<file path="src/rtl/mux_conf_sequencer.sv">
// Control stage ahead of top_design_mux: synchronises LA controls, commits design selects
// and runs a timed auto-reset into each new design. Optional status outputs: MUX_CONF_STATUS_EN.
module mux_conf_sequencer #(
    parameter int NUM_DESIGNS  = 16,
    parameter int RESET_CYCLES = 8,
    parameter int SYNC_STAGES  = 2
) (
    input  logic                   wb_clk_i,
    input  logic                   wb_rst_n,
    input  logic                   i_sys_rst,
    input  logic                   i_conf_clk,
    input  logic [3:0]             i_sel,
    input  logic                   i_sys_reset_enb,
    input  logic                   i_auto_reset_enb,
    input  logic [7:0]             i_design_reset,
    output logic [3:0]             o_sel,
    output logic [NUM_DESIGNS-1:0] o_design_rst,
    output logic                   o_busy,
    output logic                   o_pending,
    output logic                   o_fsm_state
`ifdef MUX_CONF_STATUS_EN
    ,
    output logic [7:0]             o_switch_count,
    output logic                   o_overrun
`endif
);

    localparam int         LP_SW = 15;
    localparam logic [4:0] LP_ND = 5'(NUM_DESIGNS);

    typedef enum logic {
        ST_IDLE   = 1'b0,
        ST_ASSERT = 1'b1
    } state_t;

    logic [LP_SW-1:0]                  w_async;
    logic [SYNC_STAGES-1:0][LP_SW-1:0] r_sync;
    logic [LP_SW-1:0]                  w_synced;
    logic                              w_conf_s;
    logic [3:0]                        w_sel_s;
    logic                              w_auto_enb_s;
    logic                              w_sys_enb_s;
    logic [7:0]                        w_dr_s;
    logic                              r_conf_prev;
    logic                              w_strobe;

    state_t                            r_state;
    logic [3:0]                        r_sel;
    logic [7:0]                        r_cnt;
    logic                              r_busy;
    logic [NUM_DESIGNS-1:0]            r_design_rst;
    logic                              r_pending;
    logic [3:0]                        r_pend_sel;

    logic [15:0]                       w_dr_ext;
    logic [NUM_DESIGNS-1:0]            w_rst_base;
    logic                              w_consume;
    logic                              w_commit;
    logic                              w_auto_ok;

    function automatic logic [NUM_DESIGNS-1:0] f_onehot(input logic [3:0] sel);
        logic [15:0] v;
        v = 16'h0001 << sel;
        return v[NUM_DESIGNS-1:0];
    endfunction

    assign w_async = {i_conf_clk, i_sel, i_auto_reset_enb, i_sys_reset_enb, i_design_reset};

    always_ff @(posedge wb_clk_i or negedge wb_rst_n) begin
        if (!wb_rst_n) begin
            r_sync      <= '0;
            r_conf_prev <= 1'b0;
        end else begin
            r_sync      <= {r_sync[SYNC_STAGES-2:0], w_async};
            r_conf_prev <= w_conf_s;
        end
    end

    assign w_synced     = r_sync[SYNC_STAGES-1];
    assign w_conf_s     = w_synced[14];
    assign w_sel_s      = w_synced[13:10];
    assign w_auto_enb_s = w_synced[9];
    assign w_sys_enb_s  = w_synced[8];
    assign w_dr_s       = w_synced[7:0];
    assign w_strobe     = w_conf_s & ~r_conf_prev;

    // Reset terms that do not depend on the sequencer; manual resets only exist for designs 0..7.
    assign w_dr_ext = {8'h00, w_dr_s};
    always_comb begin
        w_rst_base = w_dr_ext[NUM_DESIGNS-1:0];
        if (i_sys_rst && !w_sys_enb_s) begin
            w_rst_base = w_rst_base | f_onehot(r_sel);
        end
    end

    // r_pending is the valid flag for r_pend_sel; the IDLE state is its only consumer and takes
    // it in the cycle it is seen, while a strobe in that same cycle re-arms it with the new select.
    assign w_consume = (r_state == ST_IDLE) && r_pending;
    assign w_commit  = w_consume && (r_pend_sel != r_sel);
    assign w_auto_ok = !w_auto_enb_s && ({1'b0, r_pend_sel} < LP_ND);

    always_ff @(posedge wb_clk_i or negedge wb_rst_n) begin
        if (!wb_rst_n) begin
            r_state      <= ST_IDLE;
            r_sel        <= 4'd0;
            r_cnt        <= 8'd0;
            r_busy       <= 1'b0;
            r_design_rst <= '1;
            r_pending    <= 1'b0;
            r_pend_sel   <= 4'd0;
        end else begin
            r_design_rst <= w_rst_base;
            case (r_state)
                ST_IDLE: begin
                    if (w_commit) begin
                        r_sel <= r_pend_sel;
                        if (w_auto_ok) begin
                            r_cnt        <= 8'(RESET_CYCLES - 1);
                            r_state      <= ST_ASSERT;
                            r_busy       <= 1'b1;
                            r_design_rst <= w_rst_base | f_onehot(r_pend_sel);
                        end
                    end
                end
                ST_ASSERT: begin
                    if (r_cnt == 8'd0) begin
                        r_state <= ST_IDLE;
                        r_busy  <= 1'b0;
                    end else begin
                        r_cnt        <= r_cnt - 8'd1;
                        r_design_rst <= w_rst_base | f_onehot(r_sel);
                    end
                end
            endcase
            if (w_strobe) begin
                r_pending  <= 1'b1;
                r_pend_sel <= w_sel_s;
            end else if (w_consume) begin
                r_pending <= 1'b0;
            end
        end
    end

    assign o_sel        = r_sel;
    assign o_design_rst = r_design_rst;
    assign o_busy       = r_busy;
    assign o_pending    = r_pending;
    assign o_fsm_state  = r_state;

`ifdef MUX_CONF_STATUS_EN
    logic [7:0] r_switch_count;
    logic       r_overrun;

    always_ff @(posedge wb_clk_i or negedge wb_rst_n) begin
        if (!wb_rst_n) begin
            r_switch_count <= 8'd0;
            r_overrun      <= 1'b0;
        end else begin
            if (w_commit) begin
                r_switch_count <= r_switch_count + 8'd1;
            end
            if (w_strobe && r_pending && !w_consume) begin
                r_overrun <= 1'b1;
            end
        end
    end

    assign o_switch_count = r_switch_count;
    assign o_overrun      = r_overrun;
`endif

endmodule

</file>
<file path="config.mk">
export PLATFORM = sky130hd
export DESIGN_NAME = mux_conf_sequencer
export DESIGN_NICKNAME = d
export VERILOG_FILES = /design/src/rtl/mux_conf_sequencer.sv
export SDC_FILE = /design/constraint.sdc
export NUM_CORES = 1
export LEC_CHECK = 0
export ABC_AREA = 1
export BUFFER_PORTS_ARGS = -buffer_cell sky130_fd_sc_hd__buf_2
export CORE_MARGIN = 8
export CORE_UTILIZATION = 50
export DETAILED_ROUTE_END_ITERATION = 8
export PLACE_DENSITY_LB_ADDON = 0.1
export SYNTH_ARGS = -nofsm -noshare
export SYNTH_HDL_FRONTEND = slang
export SYNTH_SLANG_ARGS = --single-unit
</file>
<file path="constraint.sdc">
create_clock -name wb_clk_i -period 2.15 [get_ports wb_clk_i]
set_clock_uncertainty 0.15 [all_clocks]
set_input_delay 0.645 -clock wb_clk_i [delete_from_list [all_inputs] [get_ports wb_clk_i]]
set_output_delay 0.645 -clock wb_clk_i [all_outputs]
set_load 0.02 [all_outputs]
</file>
==> reports/results.tsv, run 1 <==
metric	value	unit
rows	29	
hold_class	input port to asynchronous set/reset pin	
layout_common_cells	nand2_1 (117), nand3_1 (50), dfrtp_1 (50), buf_2 (40), inv_1 (33)	
drv_slew	0	
yosysWarnings	0	
share_seq_of_total_power	38.2	%
core	6200	µm²
switchingPower	1.84	mW
drt-total-wl	6.77	mm
leakagePower	1.91	nW
drc	0	
dieArea	9080	µm²
cts_tree	yes	
htreeDepth	3	
cts_sinks	66	
avgViaCountPerCell	5.00	
slowest_stage	dfrtp_1	
firstDrtPassIters	4	
cp_slowest_stage_delay	560	ps
ff_latch_area	1670	µm²
multiInputGateArea	1220	µm²
initial_utilization	50.7	%
switching_share	40.4	%
cts_resized	0	
tightest_slew	568	ps
end_kind	output pin	
gr-total-overflow	0	
seq_area_frac_synth	53.1	%
crit_fanout	11	
status	complete, no violations	
rsz0062_at_grt	no	
drive_gt1_share	23.4	%
grt_antenna_before_repair	0	
synthDistinctLibCells	28	
avgSynthCellArea	8.30	µm²
nets	442	
timing.final.crit_share	89.8	%
cts_setup_buffers	0	
setup_viol	0	
detail-route-antenna-nets	0	
grt_pass1_vias	2471	
clockPowerShare	25.8	%
crit_required	1350	ps
fillCellCount	554	
syn_inst	379	
syn_nets	399	
p_int	2.71	mW
io_buffers	40	
drv_cap	0	
finalWeightedCongestion	0.912	
ir_worst_vdd	0.627	mV
grt_use_total	16.8	%
cts_max_path_buffers	2	
crit_type	register to output pin	
fin_crit	1930	ps
drt_iter0_drc	170	
die_h	95.3	µm
clock_latency	350	ps
slew_headroom	61.9	%
p_comb_share	36.0	%
critPathArrivalTime	1140	ps
syn_area	3150	µm²
dp_hpwl	4.76	mm
max_freq	518	MHz
cts_inserted_buffers	9	
num_vias	2521	
hold_viol_final	0	
ys_ff_latch	66	
cp_cell_sequence	buf_2	
clk_pin_slew	70	ps
cts-root-buf	clkbuf_8	
grt_max_degree	67	
grt_pass1_wl	11.7	mm
tns	0	ps
syn_to_final_growth	15.9	%
placed_cell_area	3420	µm²
mostFrequentLayoutCell	nand2_1	
fin_area	3650	µm²
antennaDiodeCount	0	
p_per_area	1250	nW/µm²
cp.buffers_inverters	1	
ioPinCount	41	
post_drt_wl_per_cell	13.4	µm
start_kind	register	
die_w	95.3	µm
postCtsHoldBufs	0	
cp_top_family	flip-flops	
[power groups by stage]
| stage | Combinational, mW | Clock, mW | Sequential [mW] |
|---|---|---|---|
| 2_1_floorplan | 1.16 | 0 | 1.79 |
| 3_3_place_gp | 1.63 | 0 | 1.75 |
| 3_5_place_dp | 1.64 | 0 | 1.76 |
| 4_1_cts | 1.64 | 1.21 | 1.74 |
| 5_1_grt | 1.84 | 1.26 | 1.77 |
| 6_report | 1.64 | 1.18 | 1.74 |
[cell usage after synthesis]
cell / count / area share [%]
nand3_1: 50 / 8.0
nand2_2: 4 / 0.80
xnor2_1: 1 / 0.28
nor2_4: 1 / 0.36
buf_4: 7 / 1.7
inv_2: 4 / 0.48
nand2_4: 2 / 0.72
mux2_2: 1 / 0.36
nor3_1: 4 / 0.64
nand4_1: 7 / 1.4
a21o_1: 1 / 0.24
or2_2: 1 / 0.20
inv_1: 33 / 3.9
nand2_1: 117 / 14
dfrtp_1: 50 / 40
nand3_4: 1 / 0.56
dfstp_2: 16 / 13
clkbuf_1: 5 / 0.60
nor2_1: 31 / 3.7
a21oi_1: 4 / 0.64
buf_6: 2 / 0.72
ha_1: 2 / 0.80
xor2_1: 5 / 1.4
buf_2: 5 / 0.80
o21ai_0: 14 / 2.2
o21bai_1: 7 / 1.7
nor4_1: 1 / 0.20
nor2_2: 3 / 0.60
[state kept, by name, indices dropped and copies added (netlist names)]
signal,count
o_design_rst,16
r_pend_sel,4
r_sync,15
o_fsm_state,1
o_pending,1
r_cnt,8
w_synced,15
r_conf_prev,1
o_sel,4
o_busy,1
[path summary, 6_finish.rpt]
kind                            start          endpoint  slack (ps)  cells past startpoint
hold reg to reg            r_sync[11]      w_synced[11]         200                      0
min in group wb_clk_i      r_sync[11]      w_synced[11]         200                      0
setup reg to reg             r_cnt[3]  o_design_rst[10]         310                      8
setup / recovery             o_sel[2]          o_sel[2]         220                      1
max in group asynchronous    wb_rst_n  o_design_rst[13]        1370                      2
hold / removal               wb_rst_n          o_sel[3]         140                      2
[final cells by class]
type	instances	area share [%]
Sequential cell	66	45.8
Multi-Input combinational cell	257	33.4
Timing Repair Buffer	51	8.10
Inverter	37	3.81
Clock buffer	10	3.77
Tap cell	77	2.64
Clock inverter	6	2.47
[through the flow]
step           std cells  setup slack [ps]  power, mW  util (%)  hold WS (ps)
2_1_floorplan        379               428       2.95         -           181
3_3_place_gp         488               289       3.38      55.1           182
3_5_place_dp         488               201       3.40      55.1           185
4_1_cts              504               203       4.59      58.8           155
5_1_grt              504               128       4.87      58.8           153
6_report             504               220       4.55      58.8           141
[logic make-up after synthesis]
family	Yosys count	share of synthesized area [%]
simple gates	222	31.1
flops	66	53.1
buf+inv	56	8.19
compound gates	26	4.77
xor+xnor	6	1.67
fa+ha+maj	2	0.795
mux	1	0.358
[metal layers]
| metal | part of all wire, % | global-route usage, % | up-vias |
|---|---|---|---|
| li1 | - | - | 1279 |
| met3 | 5.4 | 4.80 | 13 |
| met1 | 45 | 21.1 | 1161 |
| met2 | 47 | 25.3 | 68 |
| met4 | 2.1 | 9.62 | 0 |
| met5 | 0 | 0 | - |
No activity file was read; power rests on OpenSTA's default activity.
==> run 2: changes to the inputs <==
==> constraint.sdc (replaced) <==
create_clock -name wb_clk_i -period 2.45 [get_ports wb_clk_i]
set_clock_uncertainty 0.15 [all_clocks]
set_input_delay 0.735 -clock wb_clk_i [delete_from_list [all_inputs] [get_ports wb_clk_i]]
set_output_delay 0.735 -clock wb_clk_i [all_outputs]
set_load 0.02 [all_outputs]
==> run 2 against run 1 <==
Wire length shrank 3.1%. Via count is 2.4% lower. Clock power shrank 13%. Die area is the same. Count of clock-buffer cells in the layout unchanged. Register-to-register slack better by 310 ps. Final cell count decreased by 1.4%. Critical endpoint is now o_fsm_state. Highest routed layer unchanged.
==> reports/results.tsv, run 2 (synthesized netlist as in run 1, its figures left out) <==
metric	value	unit	change
leakagePower	1.87	nW	-2.0%
cts_resized	0		unchanged
switchingPower	1.57	mW	-14%
p_int	2.32	mW	-14%
drv_slew	0		unchanged
cts_tree	yes		
clk_pin_slew	70	ps	about the same
hold_depth	0		
core	6200	µm²	unchanged
cp_top_family	flip-flops		
ioPinCount	41		unchanged
finalWeightedCongestion	0.901		-1.2%
drv_cap	0		unchanged
p_comb_share	34.3	%	-1.7 points
mostFrequentLayoutCell	nand2_1		
die_h	95.3	µm	unchanged
avgViaCountPerCell	4.95		-1.0%
cts_max_path_buffers	2		unchanged
slew_headroom	65.3	%	+3.5 points
drive_gt1_share	22.1	%	-1.3 points
ir_worst_vdd	0.678	mV	+8.1%
gr-total-overflow	0		unchanged
cts_setup_buffers	0		unchanged
critPathArrivalTime	1160	ps	+20 ps
post_drt_wl_per_cell	13.2	µm	-1.7%
start_kind	register		
worst_slack	403	ps	+184 ps
rows	29		unchanged
r2r_cells	8		unchanged
dp_hpwl	4.57	mm	-3.9%
grt_pass1_vias	2493		+0.89%
grt_pass1_wl	11.5	mm	-2.2%
setup_viol	0		unchanged
detail-route-antenna-nets	0		unchanged
cp.buffers_inverters	1		unchanged
pre_cts_slack	411	ps	+210 ps
num_vias	2461		-2.4%
hold_class	register to register		
drc	0		unchanged
max_freq	489	MHz	
largest_reg_flops	16		unchanged
nets	435		-1.6%
hold_viol_final	0		unchanged
switching_share	40.4	%	about the same
clockPowerShare	26.3	%	+0.5 points
die_w	95.3	µm	unchanged
fin_util	57.9	%	-0.87 points
fillCellCount	562		+1.4%
p_per_area	1080	nW/µm²	-13%
drt_iter0_drc	135		-21%
tns	0	ps	unchanged
status	complete, no violations		
initial_utilization	50.7	%	unchanged
rsz0062_at_grt	no		
cp.depth	1		unchanged
crit_type	register to output pin		
fin_crit	2050	ps	
end_kind	output pin		
firstDrtPassIters	5		+1
timing.final.crit_share	83.5	%	
share_seq_of_total_power	39.3	%	+1.1 points
grt_max_degree	67		unchanged
crit_fanout	9		-2
cp_cell_sequence	buf_2		
tightest_slew	516	ps	-51.9 ps
grt_use_total	16.2	%	-0.57 points
dieArea	9080	µm²	unchanged
postCtsHoldBufs	0		unchanged
drt-total-wl	6.56	mm	-3.1%
htreeDepth	3		unchanged
layout_common_cells	nand2_1 (117), nand3_1 (50), dfrtp_1 (50), buf_2 (40), inv_1 (33)		
cts_sinks	66		unchanged
syn_to_final_growth	14.2	%	
clock_latency	340	ps	about the same
cts-root-buf	clkbuf_8		
cts_inserted_buffers	9		unchanged
slowest_stage	dfrtp_1		
grt_antenna_before_repair	0		unchanged
cp_slowest_stage_delay	580	ps	+20 ps
antennaDiodeCount	0		unchanged
crit_required	1560	ps	+210 ps
io_buffers	40		unchanged
## run 2: through the flow
step / total power [mW] / instance area (µm²) / hold slack, ps / std cells
floorplan: 2.59 / 3150 / 181 / 379
global placement: 2.90 / 3370 / 181 / 481
detailed placement: 2.91 / 3370 / 185 / 481
CTS: 3.94 / 3590 / 196 / 497
global route: 4.20 / 3590 / 195 / 497
finish: 3.90 / 3590 / 195 / 497
## run 2: cell type report
class | instances | area, µm² | share of cell area [%]
well taps | 77 | 96.3 | 2.68
clock inverters | 6 | 88.8 | 2.47
inverters | 37 | 139 | 3.87
multi-input cells | 257 | 1220 | 33.9
flip-flops and latches | 66 | 1670 | 46.5
repair buffers | 44 | 243 | 6.76
clock buffers | 10 | 138 | 3.83
## run 2: path summary, 6_finish.rpt
check                             from               to  slack [ps]
setup / recovery           o_fsm_state      o_fsm_state         400
hold / removal               r_sync[4]      w_synced[4]         200
setup reg to reg              r_cnt[3]         r_cnt[6]         620
hold reg to reg              r_sync[4]      w_synced[4]         200
max in group asynchronous     wb_rst_n  o_design_rst[2]        1580
min in group asynchronous     wb_rst_n         o_sel[3]         220
## run 2: layer usage
| layer | up-vias | global-route usage (%) | routed length, µm |
|---|---|---|---|
| met2 | 63 | 25.4 | 3060 |
| met4 | 0 | 7.02 | 93 |
| li1 | 1266 | - | - |
| met1 | 1122 | 20.0 | 3000 |
| met3 | 10 | 5.35 | 405 |
| met5 | - | 0 | 0 |
## run 2: power by group through the flow
| stage | clock network, mW | registers (mW) | logic, mW |
|---|---|---|---|
| floorplan | 0 | 1.57 | 1.02 |
| global placement | 0 | 1.55 | 1.35 |
| detailed placement | 0 | 1.55 | 1.35 |
| CTS | 1.05 | 1.53 | 1.36 |
| global route | 1.09 | 1.56 | 1.54 |
| finish | 1.03 | 1.53 | 1.34 |
